### src/rtl/execute_mdu.sv
// Execute stage: operand forwarding, ALU, dest-reg select, plus an iterative MULT/DIV unit
// with HI/LO. Optional build macro MDU_EARLY_OUT_EN shortens multiplies whose multiplier runs out.
module execute_mdu #(
  parameter int unsigned WIDTH   = 32,
  parameter int unsigned RADDR_W = 5
) (
  input  logic               clk,
  input  logic               reset,
  input  logic [3:0]         alu_ctrl,
  input  logic               alu_src,
  input  logic               reg_dst,
  input  logic               md_start,
  input  logic [1:0]         md_op,
  input  logic [WIDTH-1:0]   reg1,
  input  logic [WIDTH-1:0]   reg2,
  input  logic [RADDR_W-1:0] rs,
  input  logic [RADDR_W-1:0] rt,
  input  logic [RADDR_W-1:0] rd,
  input  logic [WIDTH-1:0]   sign_imm,
  input  logic [1:0]         forward_a,
  input  logic [1:0]         forward_b,
  input  logic [WIDTH-1:0]   fwd_mem_val,
  input  logic [WIDTH-1:0]   fwd_wb_val,
  output logic [RADDR_W-1:0] rs_haz,
  output logic [RADDR_W-1:0] rt_haz,
  output logic [WIDTH-1:0]   alu_out,
  output logic [WIDTH-1:0]   write_data,
  output logic [RADDR_W-1:0] write_reg,
  output logic               md_busy,
  output logic [WIDTH-1:0]   hi,
  output logic [WIDTH-1:0]   lo
);

`ifdef MDU_EARLY_OUT_EN
  localparam bit EarlyOut = 1'b1;
`else
  localparam bit EarlyOut = 1'b0;
`endif

  localparam int unsigned CntW = $clog2(WIDTH);

  typedef enum logic [1:0] {StIdle, StRun, StFix} md_state_e;

  logic [WIDTH-1:0] srca, fwdb, srcb;
  logic [4:0]       shamt;

  always_comb begin
    case (forward_a)
      2'b01:   srca = fwd_mem_val;
      2'b10:   srca = fwd_wb_val;
      default: srca = reg1;
    endcase
    case (forward_b)
      2'b01:   fwdb = fwd_mem_val;
      2'b10:   fwdb = fwd_wb_val;
      default: fwdb = reg2;
    endcase
  end

  assign srcb       = alu_src ? sign_imm : fwdb;
  assign shamt      = 5'(sign_imm >> 6);
  assign rs_haz     = rs;
  assign rt_haz     = rt;
  assign write_data = fwdb;
  assign write_reg  = reg_dst ? rd : rt;

  logic [WIDTH-1:0] hi_q, lo_q;

  always_comb begin
    alu_out = '0;
    case (alu_ctrl)
      4'h0: alu_out = srca & srcb;
      4'h1: alu_out = srca | srcb;
      4'h2: alu_out = srca + srcb;
      4'h3: alu_out = srca ^ srcb;
      4'h4: alu_out = ~(srca | srcb);
      4'h6: alu_out = srca - srcb;
      4'h7: alu_out = {{(WIDTH-1){1'b0}}, $signed(srca) < $signed(srcb)};
      4'h8: alu_out = {{(WIDTH-1){1'b0}}, srca < srcb};
      4'h9: alu_out = srcb << shamt;
      4'hA: alu_out = srcb >> shamt;
      4'hB: alu_out = $signed(srcb) >>> shamt;
      4'hC: alu_out = hi_q;
      4'hD: alu_out = lo_q;
      default: alu_out = '0;
    endcase
  end

  // MDU state
  md_state_e          state_q;
  logic [1:0]         op_q;
  logic [CntW-1:0]    cnt_q;
  logic [2*WIDTH-1:0] acc_q;    // mult: product; div: {remainder, dividend/quotient}
  logic [2*WIDTH-1:0] mcand_q;  // mult: shifted multiplicand; div: divisor in low half
  logic [WIDTH-1:0]   mplier_q;
  logic [WIDTH-1:0]   x_q;
  logic               neg_q, negrem_q, dz_q, busy_q;

  // Operand magnitudes at capture
  logic             cap_sgn, a_neg, b_neg;
  logic [WIDTH-1:0] a_mag, b_mag;

  assign cap_sgn = ~md_op[0];
  assign a_neg   = cap_sgn & srca[WIDTH-1];
  assign b_neg   = cap_sgn & fwdb[WIDTH-1];
  assign a_mag   = a_neg ? -srca : srca;
  assign b_mag   = b_neg ? -fwdb : fwdb;

  // One radix-2 step
  logic [2*WIDTH-1:0] acc_mul, acc_div, mcand_nx;
  logic [WIDTH-1:0]   mplier_nx;
  logic [2*WIDTH:0]   div_sh;
  logic [WIDTH:0]     trial;
  logic               run_last;

  always_comb begin
    acc_mul   = mplier_q[0] ? acc_q + mcand_q : acc_q;
    mcand_nx  = mcand_q << 1;
    mplier_nx = mplier_q >> 1;
    div_sh    = {acc_q, 1'b0};
    trial     = div_sh[2*WIDTH:WIDTH] - {1'b0, mcand_q[WIDTH-1:0]};
    acc_div   = trial[WIDTH] ? div_sh[2*WIDTH-1:0]
                             : {trial[WIDTH-1:0], div_sh[WIDTH-1:1], 1'b1};
    run_last  = (cnt_q == CntW'(WIDTH - 1)) ||
                (EarlyOut && !op_q[1] && (mplier_nx == '0));
  end

  // Sign fix-up and HI/LO values written on the FIX edge
  logic [2*WIDTH-1:0] prod;
  logic [WIDTH-1:0]   hi_fix, lo_fix;

  always_comb begin
    prod   = neg_q ? -acc_q : acc_q;
    hi_fix = prod[2*WIDTH-1:WIDTH];
    lo_fix = prod[WIDTH-1:0];
    if (op_q[1]) begin
      if (dz_q) begin
        hi_fix = x_q;
        lo_fix = '1;
      end else begin
        lo_fix = neg_q    ? -acc_q[WIDTH-1:0]       : acc_q[WIDTH-1:0];
        hi_fix = negrem_q ? -acc_q[2*WIDTH-1:WIDTH] : acc_q[2*WIDTH-1:WIDTH];
      end
    end
  end

  always_ff @(posedge clk) begin
    if (reset) begin
      state_q  <= StIdle;
      op_q     <= '0;
      cnt_q    <= '0;
      acc_q    <= '0;
      mcand_q  <= '0;
      mplier_q <= '0;
      x_q      <= '0;
      neg_q    <= 1'b0;
      negrem_q <= 1'b0;
      dz_q     <= 1'b0;
      busy_q   <= 1'b0;
      hi_q     <= '0;
      lo_q     <= '0;
    end else begin
      unique case (state_q)
        StIdle: begin
          if (md_start) begin
            op_q     <= md_op;
            cnt_q    <= '0;
            x_q      <= srca;
            neg_q    <= a_neg ^ b_neg;
            negrem_q <= a_neg;
            dz_q     <= md_op[1] & (fwdb == '0);
            busy_q   <= 1'b1;
            if (md_op[1]) begin
              acc_q    <= {{WIDTH{1'b0}}, a_mag};
              mcand_q  <= {{WIDTH{1'b0}}, b_mag};
              mplier_q <= '0;
              state_q  <= (fwdb == '0) ? StFix : StRun;
            end else begin
              acc_q    <= '0;
              mcand_q  <= {{WIDTH{1'b0}}, a_mag};
              mplier_q <= b_mag;
              state_q  <= StRun;
            end
          end
        end
        StRun: begin
          cnt_q <= cnt_q + 1'b1;
          if (op_q[1]) begin
            acc_q <= acc_div;
          end else begin
            acc_q    <= acc_mul;
            mcand_q  <= mcand_nx;
            mplier_q <= mplier_nx;
          end
          if (run_last) state_q <= StFix;
        end
        StFix: begin
          hi_q    <= hi_fix;
          lo_q    <= lo_fix;
          busy_q  <= 1'b0;
          state_q <= StIdle;
        end
        default: begin
          busy_q  <= 1'b0;
          state_q <= StIdle;
        end
      endcase
    end
  end

  assign md_busy = busy_q;
  assign hi      = hi_q;
  assign lo      = lo_q;

endmodule

### config.mk
export PLATFORM = sky130hd
export DESIGN_NAME = execute_mdu
export DESIGN_NICKNAME = d
export VERILOG_FILES = /design/src/rtl/execute_mdu.sv
export SDC_FILE = /design/constraint.sdc
export NUM_CORES = 2
export LEC_CHECK = 0
export BUFFER_PORTS_ARGS = -buffer_cell sky130_fd_sc_hd__buf_2
export CAP_MARGIN = 20
export CORE_MARGIN = 5
export CORE_UTILIZATION = 45
export CTS_CLUSTER_DIAMETER = 100
export DETAILED_ROUTE_END_ITERATION = 10
export GPL_TIMING_DRIVEN = 0
export PLACE_DENSITY = 0.74
export SYNTH_ARGS = -nofsm -noshare
export SYNTH_HDL_FRONTEND = slang
export SYNTH_SLANG_ARGS = --single-unit
### constraint.sdc
create_clock -name clk -period 5.24 [get_ports clk]
set_input_delay 0.524 -clock clk [delete_from_list [all_inputs] [get_ports clk]]
set_output_delay 0.524 -clock clk [all_outputs]
set_load 0.005 [all_outputs]
==> results_dict.tcl <==
set metrics [dict create \
    cp_num_buf_inv 9 \
    layout_min_cycle_time_ns 5.82 \
    htreeDepth 1 \
    syn_area_sq_um 31200 \
    multi_input_area_sq_um 24800 \
    synthAdderAreaFrac 0.0843 \
    rows 96 \
    fin_skew_ns 0.0387 \
    regArea_sq_um 5370 \
    cts_buffer_depth 3 \
    synth_compound_gate_area_share 0.340 \
    syn_inst 4508 \
    drive_gt1_frac 0.171 \
    wl_per_cell_um 34.2 \
    ys_warn_count 0 \
    final_cell_area_sq_um 37700 \
    postSynthNetCount 4906 \
    cts_buffers 27 \
    cp_data_arrival_time_ns 5.30 \
    ant_nets 0 \
    numClockSinks 268 \
    slew_viol_final 0 \
    die_w_um 273 \
    slew_headroom 0.142 \
    dr.pass1.iters 10 \
    area_growth_pct 20.6 \
    fill_cells 6810 \
    synth_xor_area_frac 0.0676 \
    portBuffers 323 \
    p_int_mw 5.01 \
    cp_max_fo 5 \
    gr-total-overflow 0 \
    cp_slowest_stage_delay_ns 0.56 \
    yosysSeqAreaShare 0.172 \
    fin_crit_sh 1.11 \
    ys_async_sr_fraction 0 \
    die_y_um 273 \
    antenna_found_initial 32 \
    critPathKind "in2out" \
    swShare 0.482 \
    die_area_sq_um 74800 \
    failed_checks "setup timing" \
    syn_area_per_cell_sq_um 6.93 \
    via_per_inst 7.04 \
    ys_ff_latch 268 \
    core-area_sq_um 68700 \
    setup_tns_ns -6.55 \
    power.share.clock 0.216 \
    final_cell_mix "nand2_1, nor2_1, a21oi_1, o21ai_0, buf_2" \
    crit_required_ns 4.72 \
    clock_latency_ns 0.60 \
    clk_pin_slew_ns 0.07 \
    synthMuxAreaShare 0.0656 \
    combPwrFrac 0.543 \
    tightest_slew_ns 1.25 \
    postCtsHoldBufs 0 \
    cts-root-buf "clkbuf_16" \
    setup_viol 24 \
    synth-edff-count 0 \
    cp_common_cell "o21ai_4" \
    grt_setup_unrepaired "yes" \
    critPathLaunchType "input pin" \
    grt_first_pass_wirelength_um 281000 \
    maxCapViolCount 0 \
    cts_tree "done" \
    grt_usage 0.512 \
    powerDensity_nw_per_um2 257 \
    synth_area_leaders "dfxtp_1, ha_1, a21oi_1" \
    hold_path_class "in2reg" \
    grt_max_degree 15 \
    worst_slack_ns -0.584 \
    synth_top_area_cell "dfxtp_1" \
    cpMaxStageDelayCell "o211ai_1" \
    wirelength_um 203000 \
    ir_worst_vdd_v 0.000275 \
    final_common_cell "nand2_1" \
    boundaryPins 334 \
    drt-initial-drc-count 7428 \
    finalHoldViolCount 0 \
    ys_types 93 \
    hpwl_um 163000 \
    start_util 0.455 \
    drcViolationCount 0 \
    leakagePower_nw 15.3 \
    cp_top_family "compound AO/OA/AOI/OAI gates" \
    synth_top_area_share 0.172 \
    power_frac_seq 0.241 \
    end_kind "output port" \
    synthFlopType "dfxtp_1" \
    p_sw_mw 4.66 \
    synth_top_family_by_area "compound AO/OA/AOI/OAI gates" \
    place_area_sq_um 34200 \
    outcome "finished with violations" \
    worst_hold_slack_ns 0.385 \
    synth_simple_gate_area_share 0.199 \
    clock.fmax_mhz 172 \
    nNetsFinal 5374 \
    place.gp.congestion 1.16 \
    via_count 41800 \
    grt_pass1_vias 38100 \
]
-- Yosys cell counts (17+ instances only) --
| master | number |
|---|---|
| inv_1 | 217 |
| o41ai_1 | 19 |
| or3_1 | 25 |
| nor2b_1 | 31 |
| nor2_1 | 483 |
| nor4_1 | 29 |
| mux2_2 | 33 |
| a22oi_1 | 137 |
| mux2i_1 | 100 |
| xnor2_1 | 142 |
| o221ai_1 | 22 |
| a21o_1 | 52 |
| a31oi_1 | 30 |
| nor3_1 | 116 |
| o31ai_1 | 45 |
| dfxtp_1 | 268 |
| o22ai_1 | 37 |
| o21ai_1 | 43 |
| nand2b_1 | 37 |
| o21bai_1 | 32 |
| a222oi_1 | 17 |
| o211ai_1 | 76 |
| mux4_2 | 30 |
| clkbuf_1 | 267 |
| nand2_1 | 502 |
| a211oi_1 | 54 |
| a221o_1 | 39 |
| o21ai_0 | 378 |
| nand3_1 | 81 |
| ha_1 | 204 |
| xor2_1 | 99 |
| a221oi_1 | 78 |
| buf_1 | 48 |
| a21oi_1 | 420 |
| o21a_1 | 37 |
| nand4_1 | 30 |
| buf_2 | 21 |
-- routing by layer --
layer  track usage  vias up  wire (um)
li1              -    17500          -
met1         0.603    19600      70500
met2         0.742     3657      80100
met3         0.174     1124      28500
met4         0.434       20      24200
met5             0        -        115
-- power by group through the flow --
stage	combinational [mW]	clock, mW	sequential [mW]
floorplan	2.51	0	2.26
global placement	4.25	0	2.36
detailed placement	4.26	0	2.36
CTS	4.72	2.06	2.31
global route	5.33	2.14	2.32
finish	5.25	2.09	2.33
-- final timing paths --
path / cells past startpoint / endpoint / slack [ns] / from
worst max-delay path: 25 / alu_out[26] / -0.58 / forward_b[0]
worst min-delay path: 5 / state_q[1] / 0.39 / md_start
worst max register to register: 16 / acc_q[62] / 0.21 / acc_q[31]
worst min register to register: 2 / x_q[15] / 0.46 / x_q[15]
-- state kept, by name (all words and copies together), names as in the netlist --
signal,cells
mcand_q,64
md_busy,1
cnt_q,5
neg_q,1
state_q,2
acc_q,64
mplier_q,32
lo,32
hi,32
op_q,1
x_q,32
dz_q,1
negrem_q,1
-- tightest hold or removal path, delay by kind of cell --
family,cells,cell delay (ns)
buf+inv,1,0.12
compound gates,1,0.11
simple gates,3,0.16
-- repair_timing --
item                       CTS  global route
resized for setup          321           114
cloned                       1             1
setup endpoints to repair   32            28
pin swaps                   59            49
setup buffers               75            28
-- area by class of cell --
type,count,area share
plain buffers,341,0.0440
repair buffers,449,0.0741
inverters,224,0.0235
well taps,931,0.0309
multi-input cells,3665,0.659
diodes,17,0.00113
clock buffers,38,0.0212
flip-flops and latches,268,0.142
clock inverters,11,0.00339
-- metrics by stage --
stage               setup slack [ns]  power, mW   util  cells
floorplan                     0.0623       4.78      -   4508
global placement               -3.72       6.61  0.495   5762
detailed placement             -3.38       6.62  0.498   5785
CTS                           -0.402       9.10  0.538   5901
global route                  -0.569       9.80  0.548   5932
finish                        -0.584       9.67  0.548   5944
-- logic make-up (layout without fill, tap and decap cells) --
logic type      Yosys count  count (layout)
mux                     163             163
other cells               0              17
compound gates         1642            1642
simple gates           1411            1411
fa+ha+maj               208             208
flops                   268             268
buf+inv                 575            1063
xor+xnor                241             241
No activity file was read; power rests on OpenSTA's default activity.
